File: src/rtl/vending_pkg.sv
// Shared types and coin constants for the vending controller.
// Optional cancel support is enabled with VENDING_CANCEL_EN.
package vending_pkg;

  typedef enum logic [1:0] {
    IDLE     = 2'd0,
    CREDIT   = 2'd1,
    DISPENSE = 2'd2,
    CHANGE   = 2'd3
  } state_t;

  localparam logic [2:0] C50  = 3'd1;
  localparam logic [2:0] C100 = 3'd2;
  localparam logic [2:0] C200 = 3'd4;

  typedef struct packed {
    logic t200;
    logic t100;
    logic t50;
  } coin_t;

  function automatic logic [2:0] coin_sum(
    input logic r50,
    input logic r100,
    input logic r200
  );
    return (r50  ? C50  : 3'd0)
         + (r100 ? C100 : 3'd0)
         + (r200 ? C200 : 3'd0);
  endfunction

endpackage

File: src/rtl/vending_ctrl_change_sel.sv
// Greedy change-coin picker: largest coin not above credit.
// Outputs the one-hot coin and the credit left after paying it.
module change_sel
  import vending_pkg::*;
#(
  parameter int CRED_W = 5
) (
  input  logic [CRED_W-1:0] credit,
  output coin_t             coin,
  output logic [CRED_W-1:0] nxt
);

  localparam logic [CRED_W-1:0] V50  = CRED_W'(C50);
  localparam logic [CRED_W-1:0] V100 = CRED_W'(C100);
  localparam logic [CRED_W-1:0] V200 = CRED_W'(C200);

  always_comb begin
    coin = '0;
    nxt  = credit;
    unique case (1'b1)
      (credit >= V200): begin
        coin.t200 = 1'b1;
        nxt       = credit - V200;
      end
      (credit >= V100 && credit < V200): begin
        coin.t100 = 1'b1;
        nxt       = credit - V100;
      end
      (credit == V50): begin
        coin.t50 = 1'b1;
        nxt      = credit - V50;
      end
      default: ;
    endcase
  end

endmodule

File: src/rtl/vending_ctrl.sv
// Vending machine controller: coin credit, purchase, greedy change.
// Define VENDING_CANCEL_EN to add a cancel (refund) input.
module vending_ctrl
  import vending_pkg::*;
#(
  parameter int N_PROD = 2,
  parameter int CRED_W = 5,
  parameter logic [N_PROD*CRED_W-1:0] PRICES = {5'd3, 5'd2}
) (
  input  logic                      clk,
  input  logic                      rst_n,
  input  logic                      r50,
  input  logic                      r100,
  input  logic                      r200,
  input  logic [$clog2(N_PROD)-1:0] sel,
  input  logic                      buy,
`ifdef VENDING_CANCEL_EN
  input  logic                      cancel,
`endif
  output logic                      dispense,
  output logic [$clog2(N_PROD)-1:0] prod,
  output logic                      t50,
  output logic                      t100,
  output logic                      t200,
  output logic                      short,
  output logic                      rej,
  output logic [CRED_W-1:0]         credit,
  output logic [1:0]                state
);

  localparam int SW = $clog2(N_PROD);

  state_t            st;
  coin_t             coin;
  logic [CRED_W-1:0] chg_nxt;
  logic [CRED_W-1:0] price;
  logic [CRED_W-1:0] base;
  logic [CRED_W-1:0] nxt_credit;
  logic [CRED_W:0]   ext;
  logic [2:0]        sum;
  logic              sel_ok;
  logic              go_cancel;
  logic              go_buy;
  logic              go_short;
  logic              do_chg;
  logic              has_credit;
  logic              ovf;
  logic              add_ok;

  change_sel #(.CRED_W(CRED_W)) u_chg (
    .credit (credit),
    .coin   (coin),
    .nxt    (chg_nxt)
  );

  always_comb begin
    price  = '0;
    sel_ok = 1'b0;
    for (int i = 0; i < N_PROD; i++) begin
      if (sel == SW'(i)) begin
        price  = PRICES[i*CRED_W +: CRED_W];
        sel_ok = 1'b1;
      end
    end
  end

`ifdef VENDING_CANCEL_EN
  assign go_cancel = (st == CREDIT) && cancel;
`else
  assign go_cancel = 1'b0;
`endif

  assign sum        = coin_sum(r50, r100, r200);
  assign has_credit = |credit;
  assign go_buy     = (st == CREDIT) && buy && !go_cancel
                    && sel_ok && (credit >= price);
  assign go_short   = (st == IDLE || st == CREDIT) && buy
                    && !go_cancel && !go_buy;
  assign do_chg     = go_cancel
                    || ((st == DISPENSE || st == CHANGE) && has_credit);

  // Deductions first, then coins; an overflowing coin sum is dropped whole.
  always_comb begin
    base = credit;
    unique case (1'b1)
      go_buy:  base = credit - price;
      do_chg:  base = chg_nxt;
      default: ;
    endcase
  end

  assign ext        = {1'b0, base} + (CRED_W+1)'(sum);
  assign ovf        = ext[CRED_W];
  assign nxt_credit = ovf ? base : ext[CRED_W-1:0];
  assign add_ok     = !ovf && (|sum);
  assign state      = st;

  always_ff @(posedge clk or negedge rst_n) begin
    if (!rst_n) begin
      st       <= IDLE;
      credit   <= '0;
      dispense <= 1'b0;
      prod     <= '0;
      t50      <= 1'b0;
      t100     <= 1'b0;
      t200     <= 1'b0;
      short    <= 1'b0;
      rej      <= 1'b0;
    end else begin
      credit   <= nxt_credit;
      rej      <= ovf;
      short    <= go_short;
      dispense <= go_buy;
      t50      <= do_chg & coin.t50;
      t100     <= do_chg & coin.t100;
      t200     <= do_chg & coin.t200;
      if (go_buy) prod <= sel;
      unique case (st)
        IDLE: begin
          if (add_ok) st <= CREDIT;
        end
        CREDIT: begin
          if (go_cancel)   st <= CHANGE;
          else if (go_buy) st <= DISPENSE;
        end
        DISPENSE, CHANGE: begin
          if (has_credit)  st <= CHANGE;
          else if (add_ok) st <= CREDIT;
          else             st <= IDLE;
        end
        default: st <= IDLE;
      endcase
    end
  end

endmodule

File: config.mk
export PLATFORM = sky130hd
export DESIGN_NAME = vending_ctrl
export DESIGN_NICKNAME = d
export VERILOG_FILES = /design/src/rtl/vending_pkg.sv /design/src/rtl/vending_ctrl_change_sel.sv /design/src/rtl/vending_ctrl.sv
export SDC_FILE = /design/constraint.sdc
export NUM_CORES = 1
export LEC_CHECK = 0
export CORE_MARGIN = 2
export CORE_UTILIZATION = 25
export CTS_CLUSTER_DIAMETER = 80
export DETAILED_ROUTE_END_ITERATION = 12
export PLACE_DENSITY = 0.55
export SLEW_MARGIN = 20
export SYNTH_ARGS = -nofsm -noshare
export SYNTH_HDL_FRONTEND = slang
export SYNTH_SLANG_ARGS = --single-unit
File: constraint.sdc
create_clock -name clk -period 4.55 [get_ports clk]
set_input_delay 0.91 -clock clk [delete_from_list [all_inputs] [get_ports clk]]
set_output_delay 0.91 -clock clk [all_outputs]
set_load 0.05 [all_outputs]
# Word level (Yosys, flattened, before mapping)
# Cells that the tools add are included.
# Widths: inputs -> output; s select.
dict set report op_classes {
  bitwise 3
  n_reduce_logical 16
  addsub 7
  eq_ne 6
  n_mux 15
  magnitude_cmp 4
}
# operator n
set op_table {}
lappend op_table {{$pmux 5 s3} 1}
lappend op_table {{$pmux 5 s2} 1}
lappend op_table {{$mux 2} 4}
lappend op_table {{$logic_and 1x1->1} 7}
lappend op_table {{$add 5x3->6} 1}
lappend op_table {{$mux 1} 6}
lappend op_table {{$pmux 2 s3} 1}
lappend op_table {{$eq 5x1->1 const B} 1}
lappend op_table {{$ge 5x2->1} 1}
lappend op_table {{$ge 5x2->1 const B} 1}
lappend op_table {{$ge 5x3->1 const B} 1}
lappend op_table {{$lt 5x3->1 const B} 1}
lappend op_table {{$mux 5} 1}
lappend op_table {{$reduce_or 5->1} 1}
lappend op_table {{$sub 5x1->5 const B} 1}
lappend op_table {{$sub 5x2->5} 1}
lappend op_table {{$sub 5x2->5 const B} 1}
lappend op_table {{$sub 5x3->5 const B} 1}
lappend op_table {{$eq 2x2->1 const B} 2}
lappend op_table {{$ne 2x2->1 const B} 2}
lappend op_table {{$add 1x2->3} 1}
lappend op_table {{$add 3x3->3} 1}
lappend op_table {{$and 1x1->1} 3}
lappend op_table {{$mux 3} 1}
lappend op_table {{other kinds (7)} 9}
dict set report word_totals {
  register_bits 14
  word_cells 60
}

# Logic depth before layout (Yosys ltp)
# Gate-level depths: netlist of the first run.
dict set report depth {
  depth_word 10
  ltp_mapped 15
  depth_no_buf 12
}

# Hierarchy
# Synthesis of the first run repeated with hierarchy kept, for this count alone.
dict set report unflattened {
  cells_unflattened 118
  area_unflattened_um2 1206.2
}
# mod n_inst cells_per_inst area_per_inst_um2
set modules_own_cells {}
lappend modules_own_cells {vending_ctrl 1 79 894.6}
lappend modules_own_cells {change_sel 1 39 311.5}

# Least setup slack after synthesis of the first run
# OpenSTA, ideal clock, no wires.
dict set report synth_path {
  kind {reg2reg}
  from {reg credit[2]}
  to {reg credit[0]}
  setup_slack_ns 0.874
  t_required_ns 4.425
  path_buffers 2
  setup_ns 0.125
  period_less_slack_ns 3.676
  path_stages_with_launch 14
  t_arrival_ns 3.551
  path_cell_list {dfrtp_1 > buf_4 > inv_1 > ha_1 > buf_6 > a311o_2 > nor3_1 > o21ai_1 > o221ai_1 > ha_1 > a21o_1 > a21oi_1 > nor3_4 > mux2_4}
}
dict set report synth_via {
  elab_chain_len 6
}
# item line
set synth_lines {}
lappend synth_lines {{start, declared} vending_ctrl.sv:27} ;# output logic [CRED_W-1:0] credit,
lappend synth_lines {{start signal, assigned} vending_ctrl.sv:110} ;# credit <= nxt_credit;
lappend synth_lines {{$ge 5x2->1 or $lt 5x3->1 (tied branches)} vending_ctrl_change_sel.sv:25} ;# (credit >= V100 && credit < V200): begin
lappend synth_lines {{$logic_and 1x1->1} vending_ctrl_change_sel.sv:25}
lappend synth_lines {{$pmux 5 s3} vending_ctrl_change_sel.sv:20} ;# unique case (1'b1)
lappend synth_lines {{$pmux 5 s2 *} vending_ctrl.sv:85} ;# unique case (1'b1)
lappend synth_lines {{$add 5x3->6 *} vending_ctrl.sv:92} ;# assign ext = {1'b0, base} + (CRED_W+1)'(sum);
lappend synth_lines {{via ext[5]} vending_ctrl.sv:39} ;# logic [CRED_W:0] ext;
lappend synth_lines {{$mux 5 *} vending_ctrl.sv:94} ;# assign nxt_credit = ovf ? base : ext[CRED_W-1:0];
lappend synth_lines {{via nxt_credit[0]} vending_ctrl.sv:38} ;# logic [CRED_W-1:0] nxt_credit;
# The timed path passes the listed nets; every way through them passes the cells marked *.
# A chain may end at the register's enable or synchronous reset.

# Final worst setup path of the first run
dict set report layout_path {
  from {in sel}
  to {reg credit[1]}
}
dict set report layout_via {
  elab_chain_len 6
}
# item line
set layout_lines {}
lappend layout_lines {{start, declared} vending_ctrl.sv:15} ;# input logic [$clog2(N_PROD)-1:0] sel,
lappend layout_lines {{$mux 1} vending_ctrl.sv:60} ;# if (sel == SW'(i)) begin
lappend layout_lines {{$ge 5x2->1} vending_ctrl.sv:76} ;# && sel_ok && (credit >= price);
lappend layout_lines {{$logic_and 1x1->1} vending_ctrl.sv:76}
lappend layout_lines {{via go_buy} vending_ctrl.sv:43} ;# logic go_buy;
lappend layout_lines {{$pmux 5 s2} vending_ctrl.sv:85}
lappend layout_lines {{$add 5x3->6} vending_ctrl.sv:92}
lappend layout_lines {{via ext[5]} vending_ctrl.sv:39}
lappend layout_lines {{$mux 5} vending_ctrl.sv:94}
lappend layout_lines {{via nxt_credit[1]} vending_ctrl.sv:38}
# The timed path passes the listed nets, and every way through them passes these cells.

==> metrics.md, run 1 <==
| Metric | Value |
|---|---|
| DPL Wire Length | about 2.3 mm |
| Final Max Tran Viols | 0 |
| Setup repair bufs after CTS | 0 |
| Commonest cells in the netlist | ha_1 (15), dfrtp_1 (14), a21oi_1 (7), inv_1 (7), nand2_1 (6) |
| First-pass GRT wire length | approximately 4.8 mm |
| Syn Nets | 141 |
| Die area | around 5500 um^2 |
| Ant. Diodes | 0 |
| Worst clock skew | between 0.006 and 0.007 ns |
| CP arrival | 4.21 ns |
| WP data required | roughly 4.7 ns |
| Residual DRC | 0 |
| RSZ-0062 raised after global routing | false |
| Row cnt | 25 |
| Register area share after synthesis | 28.5% |
| Clk pin slew, worst setup/hold paths | ~0.06 ns |
| Yosys top cell by area | dfrtp_1 |
| Vias/cell | around 4.8 |
| Worst Hold Class | reg2reg |
| Crit-path cells | clkdlybuf4s50_1, ha_1, a311o_2, nor3_1, nor2_1, nand2_1, o221ai_1, ha_1, a21o_1, a21oi_1, nor3_4, mux2_4 |
| Cell with the most instances after synthesis | ha_1 |
| Num CTS Buffers | 3 |
| Flop and latch count out of synthesis | 14 |
| Critical path's top delay family | compound AO/OA/AOI/OAI gates |
| Die width | 74.1 um |
| Synth Warn # | 0 |
| Drt pass-1 iters | 4 |
| Hold buffer count at CTS | 0 |
| Primary FF master, synth | dfrtp_1 |
| Post-CTS Resized | 0 |
| Htree depth | 1 |
| Library cells used by synthesis | 53 |
| Largest net degree at the start of global routing | 15 |
| Top-area cell type share of the netlist area | roughly 29% |
| Design area | between 1500 and 2000 um^2 |
| Startpoint types | input pin |
| Cell mode on critical path | ha_1 |
| Fin. Hold Viols | 0 |
| Fin crit share | about nine tenths |
| Worst-skew pair later-pin latency | approximately 0.24 ns |
| Syn Std Cell Area | 1230 um^2 |
| Die height | 74.1 um |
| Final core occ | between 30% and 40% |
| Clock buffer depth | 2 |
| CP Capture Type | flip-flop |
| Boundary Pins | 21 |
| CTS tree | yes |
| Core Area | about 4700 um^2 |
| GPL Wtd Cong | between 0.8 and 0.9 |
| Post-route setup slack | roughly 0.47 ns |
| Remaining Overflow, GRT | 0 |
| DRT Wirelength | slightly below 3 mm |
| Vias | between 900 and 1,000 |
| CTS sink cnt | 14 |
| Synth top area cells | dfrtp_1 (29%), ha_1 (15%), mux2_4 (3.7%) |
| Post-layout nets | 162 |
| Max Cap Viol | 0 |
| Number of global-route vias before repair | about 1,000 |
| Root buf cell | clkbuf_8 |
| GR Util All Layers | 11.8% |
| Initial antenna violation count | 0 |
| Crit-path max FO | 6 |
| Area Growth Syn to Fin | 23.3% |
| Filler cell count | slightly below 500 |
| Number of synthesized flops with an enable pin | 0 |
| CP max stage delay | approximately 0.42 ns |
| Avg Inst Size Synth | about 10 um^2 |
| Initial DRC Count | 62 |
| CP max stage cell | clkdlybuf4s50_1 |
| Crit Path Class | in2reg |
| Share of flip-flops with an asynchronous set or reset | between 90% and 100% |
| Slew @ Worst Pin | 0.609 ns |
| Starting density of the core | 26.0% |
| Place WS | 0.210 ns |
| Cells after Synth | around 120 |
| Dpl cell area | approximately 1500 um^2 |
| WP buf/inv | 1 |
| Status | completed |
| Max Freq | 0.245 GHz |
| Final setup violation count | 0 |
| Min Tclk post-route | a little over 4 ns |
| Antenna Nets Post-Route | 0 |
| Headroom to the max-slew limit | around three fifths |
| Setup_tns | 0 ns |
| Wire per inst | between 10 and 15 um |
| Port bufs | 20 |
| Layout cells sized above 1 | roughly 15% |
## layout make-up
| cell class | count | area [um^2] | area share, % |
|---|---|---|---|
| tap | 67 | 83.8 | 5.54 |
| timing repair buffer | 21 | 208 | 13.7 |
| sequential | 14 | 350 | 23.1 |
| multi-input combinational | 92 | 805 | 53.1 |
| inverter | 7 | 26.3 | 1.74 |
| clock buffer | 3 | 41.3 | 2.73 |
## registers in the layout (all words and copies together) (netlist names)
name / cells
short: 1
t50: 1
t200: 1
rej: 1
prod: 1
state: 2
credit: 5
dispense: 1
t100: 1
## cell families (layout without fill, tap and decap cells)
| logic type | after synthesis | after routing | share of synthesized area (%) |
|---|---|---|---|
| DFF | 14 | 14 | 28.5 |
| and+or+nand+nor | 38 | 38 | 21.3 |
| adders and majority gates | 16 | 16 | 16.9 |
| muxes | 5 | 5 | 5.40 |
| AOI/OAI and AO/OA | 31 | 31 | 20.5 |
| buffers and inverters | 12 | 31 | 5.91 |
| xor gates and xnor gates | 2 | 2 | 1.43 |
## placed cells by master (no fill, tap or decap), types with 4 or more instances in the layout
master and n:
nor3_1 4, a21oi_1 7, dfrtp_1 14, ha_1 15, nand2_1 6, clkdlybuf4s50_1 20, nor2_1 4, inv_1 7
## routing by layer
layer	vias to the layer above	part of all wire (%)	track usage (%)
li1	479	-	-
met1	473	45	14.0
met2	25	49	20.2
met3	4	4.7	3.25
met4	0	1.5	4.24
met5	-	0	0
## per-stage QoR
| step | hold WS [ns] | cells |
|---|---|---|
| after floorplan | 0.614 | 118 |
| after global routing | 0.541 | 204 |
| final | 0.510 | 204 |
| after global placement | 0.494 | 201 |
| after CTS | 0.515 | 204 |
| after detailed placement | 0.505 | 201 |
## worst paths after layout
path                            startpoint   endpoint  slack [ns]  depth (start not counted)
worst max-delay path                   sel  credit[1]        0.47                         12
worst min-delay path                  prod       prod        0.51                          1
worst max register to register   credit[0]  credit[1]        0.90                         12
worst min register to register        prod       prod        0.51                          1
max in group asynchronous            rst_n   state[0]        3.10                          1
min in group asynchronous            rst_n       t200        1.05                          1
## worst register-to-register path: cells and delay by family (launching register included)
kind / cells / cell delay (ns)
AO/OA/AOI/OAI: 4 / 1.15
AND/OR/NAND/NOR: 4 / 0.74
adder cells (fa/ha/maj): 2 / 0.66
flip-flops: 1 / 0.49
multiplexers: 1 / 0.32
buffers and inverters: 1 / 0.17
Power of run 1 is not shown: default switching activity piles up to over one toggle a cycle in this logic, so the estimate is an artifact.
==> run 2: changes to the inputs <==
--- a/config.mk
+++ b/config.mk
@@ -9,7 +9,7 @@
 export CORE_UTILIZATION = 25
 export CTS_CLUSTER_DIAMETER = 80
 export DETAILED_ROUTE_END_ITERATION = 12
-export PLACE_DENSITY = 0.55
+export PLACE_DENSITY = 0.56
 export SLEW_MARGIN = 20
 export SYNTH_ARGS = -nofsm -noshare
 export SYNTH_HDL_FRONTEND = slang
==> constraint.sdc (replaced) <==
create_clock -name clk -period 3.4 [get_ports clk]
set_input_delay 0.68 -clock clk [delete_from_list [all_inputs] [get_ports clk]]
set_output_delay 0.68 -clock clk [all_outputs]
set_load 0.05 [all_outputs]
==> metrics.md, run 2 (synthesized netlist as in run 1, its figures left out) <==
| Metric | Value |
|---|---|
| Status | completed (unchanged) |
| Die width | 74.1 um (unchanged) |
| Final Max Tran Viols | 0 (unchanged) |
| CP arrival | 3.26 ns (was 4.21 ns) |
| Worst Hold Class | reg2reg (unchanged) |
| Wire per inst | 13.8 um (was 14.2 um) |
| Filler cell count | 477 (was 495) |
| Worst clock skew | 0.00179 ns (was 0.00639 ns) |
| GR Util All Layers | 12.8% (was 11.8%) |
| Die height | 74.1 um (unchanged) |
| Residual DRC | 0 (unchanged) |
| Remaining Overflow, GRT | 0 (unchanged) |
| Area of the multi-input gates | 838 um^2 (was 805 um^2) |
| Boundary Pins | 21 (unchanged) |
| Ant. Diodes | 0 (unchanged) |
| CTS tree | yes (unchanged) |
| Inst Count DP | 215 (was 201) |
| Vias | 1,037 (was 981) |
| Number of global-route vias before repair | 1,124 (was 1,008) |
| Commonest non-fill, non-tap cell in the layout | clkdlybuf4s50_1 (unchanged) |
| Worst-skew pair later-pin latency | 0.25 ns (was 0.24 ns) |
| DPL Wire Length | 2.40 mm (was 2.27 mm) |
| Num CTS Buffers | 3 (unchanged) |
| Max Cap Viol | 0 (unchanged) |
| Htree depth | 1 (unchanged) |
| Biggest register | credit (unchanged) |
| Starting density of the core | 26.0% (unchanged) |
| DRT Wirelength | 3.07 mm (was 2.89 mm) |
| Startpoint types | flip-flop (was input pin) |
| Clock buffer depth | 2 (unchanged) |
| Vias/cell | 4.67 (was 4.81) |
| Most frequent cells in the layout | clkdlybuf4s50_1 (19), buf_4 (18), ha_1 (14), dfrtp_1 (11), inv_1 (7) (was clkdlybuf4s50_1 (20), ha_1 (15), dfrtp_1 (14), inv_1 (7), a21oi_1 (7)) |
| Setup_tns | 0 ns (unchanged) |
| Initial antenna violation count | 0 (unchanged) |
| RSZ-0062 raised after global routing | false (unchanged) |
| Row cnt | 25 (unchanged) |
| Die area | 5490 um^2 (unchanged) |
| Root buf cell | clkbuf_8 (unchanged) |
| Place WS | -0.299 ns (was 0.210 ns) |
| Fin. Hold Viols | 0 (unchanged) |
| First-pass GRT wire length | 5.31 mm (was 4.82 mm) |
| Crit-path max FO | 9 (was 6) |
| Headroom to the max-slew limit | 53.6% (was 59.3%) |
| Post-route setup slack | 0.274 ns (was 0.467 ns) |
| Largest net degree at the start of global routing | 15 (unchanged) |
| CP Capture Type | flip-flop (unchanged) |
| WP data required | 3.53 ns (was 4.67 ns) |
| Min Tclk post-route | between 3 and 4 ns |
| Crit Path Class | reg2reg (was in2reg) |
| Clk pin slew, worst setup/hold paths | 0.06 ns (about the same) |
| CTS sink cnt | 14 (unchanged) |
| Max Freq | around 0.32 GHz |
| Antenna Nets Post-Route | 0 (unchanged) |
| Post-layout nets | 179 (was 162) |
| Drt pass-1 iters | 4 (unchanged) |
| Core Area | 4720 um^2 (unchanged) |
| Layout cells sized above 1 | 31.0% (was 15.3%) |
| Area Growth Syn to Fin | 37.3% (was 23.3%) |
| GPL Wtd Cong | 0.964 (was 0.890) |
| Slew @ Worst Pin | 0.694 ns (was 0.609 ns) |
| Port bufs | 20 (unchanged) |
| Post-route insts no fill | 222 (was 204) |
| Final setup violation count | 0 (unchanged) |
| Initial DRC Count | 60 (was 62) |
| Largest register FFs | 5 (unchanged) |
| Register area | 354 um^2 (was 350 um^2) |
| Fin crit share | 92.0% |
| Worst hold margin | 0.507 ns (was 0.510 ns) |
[run 2: cell count changes in the layout (fill, tap and decap cells not counted), moves of 2 or more]
cell,before,now
a21oi_1,7,5
dfrtp_2,0,3
buf_4,1,18
a21oi_2,0,2
dfrtp_1,14,11
[run 2: layer usage]
layer  track usage (%)  share of wire [%]  vias to the layer above
met2              20.8                 47                       34
met1              15.9                 46                      485
met5                 0                  0                        -
met4              5.25                1.7                        0
met3              3.66                4.9                        6
li1                  -                  -                      512
[run 2: worst paths after layout]
path | cells after the start | endpoint | slack, ns | start
max in group asynchronous | 1 | credit[2] | 2.06 | rst_n
worst max-delay path | 12 | credit[1] | 0.27 | credit[3]
worst max register to register | 12 | credit[1] | 0.27 | credit[3]
worst min register to register | 1 | prod | 0.51 | prod
worst min-delay path | 1 | prod | 0.51 | prod
min in group asynchronous | 1 | credit[4] | 0.85 | rst_n
[run 2: final cells by class]
| class | instances | share of cell area (%) |
|---|---|---|
| multi-input cells | 92 | 49.7 |
| flip-flops and latches | 14 | 21.0 |
| repair buffers | 38 | 20.0 |
| well taps | 67 | 4.97 |
| clock buffers | 4 | 2.67 |
| inverters | 7 | 1.56 |
[run 2: worst max-delay path, cell delays in order, from the launching register on]
cell      delay (ns)
dfrtp_2         0.45
inv_1           0.09
ha_1            0.34
nand2_1         0.12
a21o_1          0.24
a211o_1         0.31
a21oi_1         0.18
o221ai_2        0.13
ha_1            0.30
a21o_1          0.12
a21oi_2         0.08
nor3_4          0.32
mux2_4          0.33
[run 2: through the flow]
step / area, um^2 / util (%)
2_1_floorplan: 1240 / -
3_3_place_gp: 1590 / 33.7
3_5_place_dp: 1590 / 33.7
4_1_cts: 1640 / 34.8
5_1_grt: 1690 / 35.7
6_report: 1690 / 35.7
[run 2: timing repair]
item | in CTS | in global routing
pin swaps | 1 | 11
resized for setup | 1 | 7
setup buffers | 0 | 3
hold buffers | 0 | 0
setup endpoints to repair | 3 | 6
cloned | 0 | 0
Power of run 2 is left out for the same reason.
